File: src/rtl/time_set_pkg.sv
// Shared types, limits and BCD helpers for the front-panel time/alarm setter.
package time_set_pkg;

  typedef enum logic [1:0] {
    IDLE      = 2'd0,
    EDIT_HOUR = 2'd1,
    EDIT_MIN  = 2'd2,
    LOAD      = 2'd3
  } state_e;

  localparam logic [1:0] FIELD_IDLE = 2'd0;
  localparam logic [1:0] FIELD_HOUR = 2'd1;
  localparam logic [1:0] FIELD_MIN  = 2'd2;
  localparam logic [1:0] FIELD_LOAD = 2'd3;

  localparam int HOUR_MAX         = 23;
  localparam int MIN_MAX          = 59;
  localparam int CORE_TICK_CYCLES = 10;

  typedef struct packed {
    logic [1:0] h1;
    logic [3:0] h0;
    logic [3:0] m1;
    logic [3:0] m0;
  } hhmm_t;

  function automatic int bcd_val(input logic [3:0] tens, input logic [3:0] units);
    return 10 * int'(tens) + int'(units);
  endfunction

  // A seed is usable only if every digit is a legal BCD digit and the fields are in range.
  function automatic logic seed_ok(input hhmm_t t);
    return (t.h0 <= 4'd9) && (t.m0 <= 4'd9) && (t.m1 <= 4'd5) &&
           (bcd_val({2'b00, t.h1}, t.h0) <= HOUR_MAX) &&
           (bcd_val(t.m1, t.m0) <= MIN_MAX);
  endfunction

  function automatic hhmm_t hour_inc(input hhmm_t t);
    hhmm_t r;
    r = t;
    if (bcd_val({2'b00, t.h1}, t.h0) >= HOUR_MAX) begin
      r.h1 = 2'd0;
      r.h0 = 4'd0;
    end else if (t.h0 == 4'd9) begin
      r.h1 = t.h1 + 2'd1;
      r.h0 = 4'd0;
    end else begin
      r.h0 = t.h0 + 4'd1;
    end
    return r;
  endfunction

  function automatic hhmm_t min_inc(input hhmm_t t);
    hhmm_t r;
    r = t;
    if (bcd_val(t.m1, t.m0) >= MIN_MAX) begin
      r.m1 = 4'd0;
      r.m0 = 4'd0;
    end else if (t.m0 == 4'd9) begin
      r.m1 = t.m1 + 4'd1;
      r.m0 = 4'd0;
    end else begin
      r.m0 = t.m0 + 4'd1;
    end
    return r;
  endfunction

endpackage

File: src/rtl/time_set_controller_button_conditioner.sv
// Raw button -> 2-flop sync -> optional level filter (ADD_DEBOUNCE_EN) -> one-cycle rising-edge pulse.
module button_conditioner #(
  parameter int unsigned DEBOUNCE_CYCLES = 4
) (
  input  logic clock,
  input  logic reset,
  input  logic btn_i,
  output logic edge_o
);

  logic sync1_q, sync2_q;
  logic prev_q, pulse_q;
  logic level;

  // History resets to "pressed" so a button held through reset must be released before it counts.
  always_ff @(posedge clock or posedge reset) begin
    if (reset) begin
      sync1_q <= 1'b1;
      sync2_q <= 1'b1;
    end else begin
      sync1_q <= btn_i;
      sync2_q <= sync1_q;
    end
  end

`ifdef ADD_DEBOUNCE_EN
  logic        filt_q, filt_d;
  logic [15:0] cnt_q, cnt_d;

  always_comb begin
    filt_d = filt_q;
    cnt_d  = 16'd0;
    if (sync2_q != filt_q) begin
      if (cnt_q == 16'(DEBOUNCE_CYCLES - 1)) filt_d = sync2_q;
      else                                   cnt_d  = cnt_q + 16'd1;
    end
  end

  always_ff @(posedge clock or posedge reset) begin
    if (reset) begin
      filt_q <= 1'b1;
      cnt_q  <= 16'd0;
    end else begin
      filt_q <= filt_d;
      cnt_q  <= cnt_d;
    end
  end

  assign level = filt_q;
`else
  assign level = sync2_q;
`endif

  always_ff @(posedge clock or posedge reset) begin
    if (reset) begin
      prev_q  <= 1'b1;
      pulse_q <= 1'b0;
    end else begin
      prev_q  <= level;
      pulse_q <= level & ~prev_q;
    end
  end

  assign edge_o = pulse_q;

endmodule

File: src/rtl/time_set_controller.sv
// Front-panel editor producing BCD hh:mm and held load strobes for the clock/alarm core.
// Optional button debounce filter enabled by defining ADD_DEBOUNCE_EN.
//
// state     | meaning
// IDLE      | waiting for a mode press; buttons other than mode ignored
// EDIT_HOUR | inc steps hour 00..23, mode moves on, cancel abandons
// EDIT_MIN  | inc steps minute 00..59, mode commits, cancel abandons
// LOAD      | strobe held for LOAD_HOLD_CYCLES, all buttons ignored
module time_set_controller
  import time_set_pkg::*;
#(
  parameter int unsigned LOAD_HOLD_CYCLES = 12,
  parameter int unsigned DEBOUNCE_CYCLES  = 4
) (
  input  logic       clock,
  input  logic       reset,
  input  logic       btn_mode,
  input  logic       btn_inc,
  input  logic       btn_cancel,
  input  logic       alarm_sel,
  input  logic [1:0] cur_hou1,
  input  logic [3:0] cur_hou0,
  input  logic [3:0] cur_min1,
  input  logic [3:0] cur_min0,
  output logic [1:0] hou1,
  output logic [3:0] hou0,
  output logic [3:0] min1,
  output logic [3:0] min0,
  output logic       loatim,
  output logic       loaala,
  output logic       editing,
  output logic [1:0] field
);

  logic mode_e, inc_e, cancel_e;

  button_conditioner #(.DEBOUNCE_CYCLES(DEBOUNCE_CYCLES)) u_mode (
    .clock(clock), .reset(reset), .btn_i(btn_mode), .edge_o(mode_e)
  );
  button_conditioner #(.DEBOUNCE_CYCLES(DEBOUNCE_CYCLES)) u_inc (
    .clock(clock), .reset(reset), .btn_i(btn_inc), .edge_o(inc_e)
  );
  button_conditioner #(.DEBOUNCE_CYCLES(DEBOUNCE_CYCLES)) u_cancel (
    .clock(clock), .reset(reset), .btn_i(btn_cancel), .edge_o(cancel_e)
  );

  state_e     state_q, state_d;
  hhmm_t      edit_q, edit_d;
  logic       tgt_q, tgt_d;
  logic [7:0] hold_q, hold_d;
  hhmm_t      seed;

  assign seed = {cur_hou1, cur_hou0, cur_min1, cur_min0};

  always_comb begin
    state_d = state_q;
    edit_d  = edit_q;
    tgt_d   = tgt_q;
    hold_d  = hold_q;
    case (state_q)
      IDLE: begin
        if (mode_e) begin
          edit_d  = seed_ok(seed) ? seed : '0;
          tgt_d   = alarm_sel;
          state_d = EDIT_HOUR;
        end
      end
      EDIT_HOUR: begin
        if (cancel_e)    state_d = IDLE;
        else if (mode_e) state_d = EDIT_MIN;
        else if (inc_e)  edit_d  = hour_inc(edit_q);
      end
      EDIT_MIN: begin
        if (cancel_e) begin
          state_d = IDLE;
        end else if (mode_e) begin
          state_d = LOAD;
          hold_d  = 8'(LOAD_HOLD_CYCLES);
        end else if (inc_e) begin
          edit_d = min_inc(edit_q);
        end
      end
      LOAD: begin
        if (hold_q <= 8'd1) begin
          state_d = IDLE;
          hold_d  = 8'd0;
        end else begin
          hold_d = hold_q - 8'd1;
        end
      end
      default: state_d = IDLE;
    endcase
  end

  always_ff @(posedge clock or posedge reset) begin
    if (reset) begin
      state_q <= IDLE;
      edit_q  <= '0;
      tgt_q   <= 1'b0;
      hold_q  <= 8'd0;
    end else begin
      state_q <= state_d;
      edit_q  <= edit_d;
      tgt_q   <= tgt_d;
      hold_q  <= hold_d;
    end
  end

  // Strobes decode straight from the state register so reset drops them asynchronously.
  assign loatim  = (state_q == LOAD) && !tgt_q;
  assign loaala  = (state_q == LOAD) && tgt_q;
  assign editing = (state_q == EDIT_HOUR) || (state_q == EDIT_MIN);
  assign field   = state_q;
  assign hou1    = edit_q.h1;
  assign hou0    = edit_q.h0;
  assign min1    = edit_q.m1;
  assign min0    = edit_q.m0;

endmodule

File: config.mk
export PLATFORM = sky130hd
export DESIGN_NAME = time_set_controller
export DESIGN_NICKNAME = d
export VERILOG_FILES = /design/src/rtl/time_set_pkg.sv /design/src/rtl/time_set_controller_button_conditioner.sv /design/src/rtl/time_set_controller.sv
export SDC_FILE = /design/constraint.sdc
export NUM_CORES = 1
export LEC_CHECK = 0
export BUFFER_PORTS_ARGS = -buffer_cell sky130_fd_sc_hd__buf_2
export CORE_UTILIZATION = 52
export DETAILED_ROUTE_END_ITERATION = 10
export PLACE_DENSITY = 0.85
export SLEW_MARGIN = 15
export SYNTH_ARGS = -nofsm -noshare
export SYNTH_HDL_FRONTEND = slang
export SYNTH_SLANG_ARGS = --single-unit
File: constraint.sdc
create_clock -name clock -period 2.8 [get_ports clock]
set_input_delay 0.28 -clock clock [delete_from_list [all_inputs] [get_ports clock]]
set_output_delay 0.28 -clock clock [all_outputs]
set_load 0.02 [all_outputs]
## Yosys cells after proc, flatten, opt, wreduce, memory -nomap -nowiden

Cells that the tools add are included.

| storage, ports and cells | value |
|---|---|
| bits in registers | 37 |
| memories | 0 |
| input port bits | 20 |
| memory bits (read-only) | 0 |
| word-level logic and storage cells | 111 |
| output and inout port bits | 19 |
| RAM bits | 0 |
| latch bits | 0 |

| cells by class | value |
|---|---|
| div/mod/pow operators | 0 |
| bitwise operators | 8 |
| add/subtract/negate cells | 9 |
| multiply operators | 4 |
| eq/ne operators | 18 |
| shift-type cells | 0 |
| reductions and logical operators | 19 |
| order comparisons | 8 |
| mux-type cells | 26 |

Operators with widths:

| kind | number |
|---|---|
| $mux W14 | 5 |
| $mux W8 | 7 |
| $pmux W14 S3 | 1 |
| $add A8 B4 Y9 | 2 |
| $pmux W8 S2 | 1 |
| $add A6 B4 Y7 | 2 |
| $mul A3 B4 Y7 const A | 2 |
| $mux W2 | 7 |
| $reduce_and A7 Y1 | 2 |
| $add A4 B1 Y4 const B | 3 |
| $mux W4 | 3 |
| $reduce_and A6 Y1 | 2 |
| $mul A3 B2 Y5 const A | 2 |
| $ne A2 B2 Y1 const B | 5 |
| $ge A9 B6 Y1 const B | 1 |
| $le A9 B6 Y1 const B | 1 |
| $eq A4 B4 Y1 const B | 2 |
| $le A4 B4 Y1 const B | 2 |
| $le A8 B1 Y1 const B | 1 |
| $ne A2 B1 Y1 const B | 4 |
| $pmux W2 S4 | 1 |
| $sub A8 B1 Y8 const B | 1 |
| $ge A7 B5 Y1 const B | 1 |
| $le A7 B5 Y1 const B | 1 |
| 17 further kinds | 33 |

## Depth between registers and ports, before layout

| depth | value |
|---|---|
| depth after elaboration | 8 |
| mapped depth | 10 |
| mapped depth without buffers | 10 |

## Hierarchy

From an unflattened synthesis, not the netlist that was laid out.

| second synthesis, totals | value |
|---|---|
| cells, all modules | 289 |
| area total of the unflattened synthesis | 2748.9 um^2 |

By module, submodules not included:

| module | times used | cells each | sequential area each (um^2) | area an instance (um^2) |
|---|---|---|---|---|
| time_set_controller | 1 | 271 | 625.6 | 2384.8 |
| button_conditioner | 3 | 6 | 103.8 | 121.4 |

## Worst setup path before layout

Ideal clock, no wire load.

| timing | value |
|---|---|
| kind | flip-flop to flip-flop |
| start | register edit_q, in the netlist min1[1] |
| end | register edit_q, in the netlist min1[2] |
| period minus slack after synthesis | 2.881 ns |
| arrival | 2.760 ns |
| buffers on the path | 0 |
| slack | -0.081 ns |
| cell stages (with the launch flop) | 11 |
| data required time | 2.679 ns |
| setup time | 0.121 ns |
| cells stage by stage | dfrtp_1 > ha_1 > ha_1 > inv_1 > fa_1 > xnor2_1 > a2111oi_0 > a21oi_1 > a31oi_1 > o21ai_0 > a22o_1 |

| on the way | value |
|---|---|
| longest elaborated chain between the ends | 8 |
| elaborated cells between the ends (all ways) | 12 |
| those cells by class | add/sub (2); mul (1); order compare (1); eq/ne (1); mux (6); reduce/logical (1) |

RTL lines:

| item | RTL line | source |
|---|---|---|
| start: declaration | time_set_controller.sv:48 | `hhmm_t edit_q, edit_d;` |
| start signal: assignment | time_set_controller.sv:103 | `edit_q <= edit_d;` |
| $mul A3 B4 Y7 | time_set_pkg.sv:28 | `return 10 * int'(tens) + int'(units);` |
| $add A8 B4 Y9 | time_set_pkg.sv:28 |  |
| $ge A9 B6 Y1 | time_set_pkg.sv:56 | `if (bcd_val(t.m1, t.m0) >= MIN_MAX) begin` |
| $mux W8 | time_set_pkg.sv:56 |  |
| $mux W8 | time_set_controller.sv:79 | `end else if (inc_e) begin` |
| $mux W8 | time_set_controller.sv:76 | `end else if (mode_e) begin` |
| $mux W8 | time_set_controller.sv:74 | `if (cancel_e) begin` |
| $pmux W14 S3 | time_set_controller.sv:60 | `case (state_q)` |

Several ways; a longest one is shown, not always the timed one. The select of a mux whose other input is x is not followed.
A chain may end at the register's enable or synchronous reset.

## Final worst setup path

| timing | value |
|---|---|
| start | register edit_q, in the netlist min1[1] |
| end | register edit_q, in the netlist min1[3] |

Same word-level chain as after synthesis.

==> impl_metrics.yaml <==
sta:
  period_share_pct: 96.7
  finalHoldViolCount: 0
  worstMarginPinSlew_ns: 0.629
  max_freq_mhz: 369
  worst_slack_ns: 0.0915
  slew_violations: 0
  setup_viol: 0
  slew_headroom_pct: 57.9
  rsz0062_at_grt: "yes"
  finalWorstPathRequiredPeriod_ns: 2.71
  fin_worst_skew_ns: 0.0103
drt:
  wl_per_cell_um: 15.8
  drtPass1Iterations: 4
  totalWireLength_um: 6530
  vias_per_cell: 5.89
  num_vias: 2440
  drc: 0
  ant_nets: 0
  drtIter0Drc: 167
synth:
  yosysUniqueCellTypes: 55
  seq_area_frac_synth_pct: 35.6
  synth_top_area_share_pct: 26.6
  synth_most_common_cell: "ha_1"
  ys_seq_elements: 37
  yosysWarnings: 0
  yosysTopAreaCell: "dfrtp_1"
  synth-edff-count: 0
  yosys-top-cells-count: "ha_1, dfrtp_1, nand2_1"
  synthArstFlopShare_pct: 100
  synth_area_um2: 2630
  postSynthAreaPerCell_um2: 9.41
  yosys-top-cells-area: "dfrtp_1, ha_1, dfstp_2"
  ys.flop_type: "dfrtp_1"
  syn_inst: 280
  syn-num-nets: 336
critical_path:
  critPathLaunchType: "flip-flop"
  critPathArrivalTime_ns: 2.95
  critPathSlowestCell: "fa_2"
  cp.required_ns: 3.04
  cp_max_fo: 5
  critPathTopFamily: "adder cells"
  path_class: "reg -> reg"
  end_kind: "flip-flop"
  max_stage_delay_ns: 0.47
  crit_buf_inv: 2
  rrSetupSlack_ns: 0.09
  timing.rr.start: "min1[1]$_DFFE_PP0P_"
  crit_chain: "ha_1 > ha_2 > inv_2 > fa_2 > nand2b_4 > nand4bb_1 > a21oi_2 > nand3_2 > buf_4 > nor4_1 > a21o_1"
  startpoint: "min1[1]$_DFFE_PP0P_"
cts:
  clock_path_buffers: 2
  clockRootBuffer: "clkbuf_8"
  clk_latency_ns: 0.30
  h-tree-depth: 2
  tritoncts: "done"
  numCtsBuffers: 5
  cts.sink_count: 37
  path_clk_slew_ns: 0.09
run:
  cap_viol_max_count: 0
grt:
  grt_pass1_vias: 2421
  grt_pass1_wl_um: 10700
  antenna_found_initial: 0
  grt_start_max_net_pins: 38
  grt-ovfl-total: 0
  grt_usage_pct: 26.2
die:
  coreArea_um2: 4790
  row_count: 25
  initial_core_util_pct: 55.0
  io_pins: 39
  die_h_um: 73.2
  chipWidth_um: 73.2
  die_area_um2: 5350
place:
  pre_cts_ws_ns: -0.567
  hpwlAfterDp_um: 4640
  portBuffers: 38
  place.gp.congestion: 0.885
  placed_area_um2: 3040
layout:
  regArea_um2: 937
  antenna_cells: 0
  design_area_um2: 3300
  fillCellCount: 372
  fin_util_pct: 68.9
  drive_gt1_share_pct: 30.0
  area_growth_pct: 25.2
  multi_input_area_um2: 1700
  nNetsFinal: 402
pwr:
  peakVddDrop_mv: 0.622
  p_leak_nw: 1.49
  powerDensity_nw_per_um2: 997
status:
  outcome: "finished, final reports clean"
hold_path:
  hold_class: "in -> async"
-- state kept, by name, indices dropped and copies added, names as in the netlist --
register and flops:
hold_q 8, hou0 4, min0 4, min1 4, field 2, hou1 2
tgt_q 1, u_cancel.edge_o 1, u_cancel.level 1, u_cancel.prev_q 1, u_cancel.sync1_q 1, u_inc.edge_o 1
u_inc.level 1, u_inc.prev_q 1, u_inc.sync1_q 1, u_mode.edge_o 1, u_mode.level 1, u_mode.prev_q 1
u_mode.sync1_q 1
-- worst register-to-register path, stage by stage, from the launching register on --
cell and delay, ns:
dfrtp_1 0.39, ha_1 0.31, ha_2 0.20, inv_2 0.06, fa_2 0.47, nand2b_4 0.18
nand4bb_1 0.21, a21oi_2 0.20, nand3_2 0.12, buf_4 0.17, nor4_1 0.23, a21o_1 0.11
-- layer usage --
layer  share of wire, %  GRT usage (%)  vias up
met5                  0              0        -
met3                4.5           4.42       14
met1                 41           30.3     1187
li1                   -              -     1168
met4                2.0           10.0        0
met2                 53           47.9       71
-- cell type report --
class                      count  area share, %
timing repair buffer          64           11.8
multi-input combinational    218           51.5
inverter                      20           2.28
sequential                    37           28.4
clock buffer                   5           2.09
clock inverter                 3           1.40
tap                           67           2.54
-- cell usage in the layout, fill, tap and decap left out, types with 2 or more instances in the layout --
cell type,Yosys,layout
clkbuf_8,0,5
a22oi_1,2,2
o21ai_0,15,15
xnor2_1,5,4
a21oi_1,16,13
ha_1,30,29
inv_1,20,19
a21o_1,2,2
nor2b_1,6,6
a31oi_1,9,8
dfstp_2,9,9
or4_1,2,2
o21a_1,5,5
nand4_1,3,3
nand3b_1,3,3
nand2_1,25,25
a41o_1,2,2
a22o_1,3,3
nor4_1,3,2
o21bai_1,2,2
nor3_1,6,6
or2_2,3,3
nand3_1,7,6
buf_2,2,38
o22ai_1,3,3
or3_1,5,5
a21oi_2,0,3
buf_4,0,25
dfrtp_1,28,28
o2bb2ai_1,3,3
nor2_1,20,20
o31ai_1,4,4
a2bb2oi_1,2,2
fa_2,0,2
a211oi_1,4,4
o41ai_1,2,2
fa_1,6,4
-- power by group --
group / total, mW / internal [mW] / switching, mW
Sequential: 0.866 / 0.693 / 0.173
Clock: 0.486 / 0.267 / 0.219
Combinational: 1.93 / 0.792 / 1.14
Total: 3.29 / 1.75 / 1.53
-- cells by family after synthesis --
group | count (synthesis) | synth area share, %
adders and majority gates | 36 | 18.8
buffers and inverters | 25 | 3.66
muxes | 2 | 0.808
and+or+nand+nor | 93 | 18.4
xor gates and xnor gates | 6 | 2.00
DFF | 37 | 35.6
AOI/OAI and AO/OA | 81 | 20.7
-- what timing repair did --
| action | 4_1_cts | 5_1_grt |
|---|---|---|
| cloned | 0 | 0 |
| resized for setup | 8 | 11 |
| setup buffers | 1 | 5 |
| pin swaps | 2 | 10 |
| hold buffers | 0 | 0 |
| hold endpoints to repair | 0 | 0 |
| endpoints found under the setup margin | 14 | 11 |
-- final timing paths --
kind,to,cells past startpoint
max in group asynchronous,u_mode.prev_q$_DFF_PP1_,3
worst max register to register,min1[3]$_DFFE_PP0P_,11
worst max-delay path,min1[3]$_DFFE_PP0P_,11
min in group clock,u_inc.sync1_q$_DFF_PP1_,1
worst min-delay path,tgt_q$_DFFE_PP0P_,3
worst min register to register,u_cancel.prev_q$_DFF_PP1_,0
-- per-stage QoR --
stage               instances  TNS, ns  power [mW]  hold slack (ns)
floorplan                 280   -0.237        2.03            0.284
global placement          400    -3.95        2.51            0.346
detailed placement        400    -6.19        2.61            0.348
CTS                       409        0        3.15           0.0662
global route              414  -0.0671        3.52           0.0619
finish                    414        0        3.29           0.0712
Power figures use the tool's default switching activity.
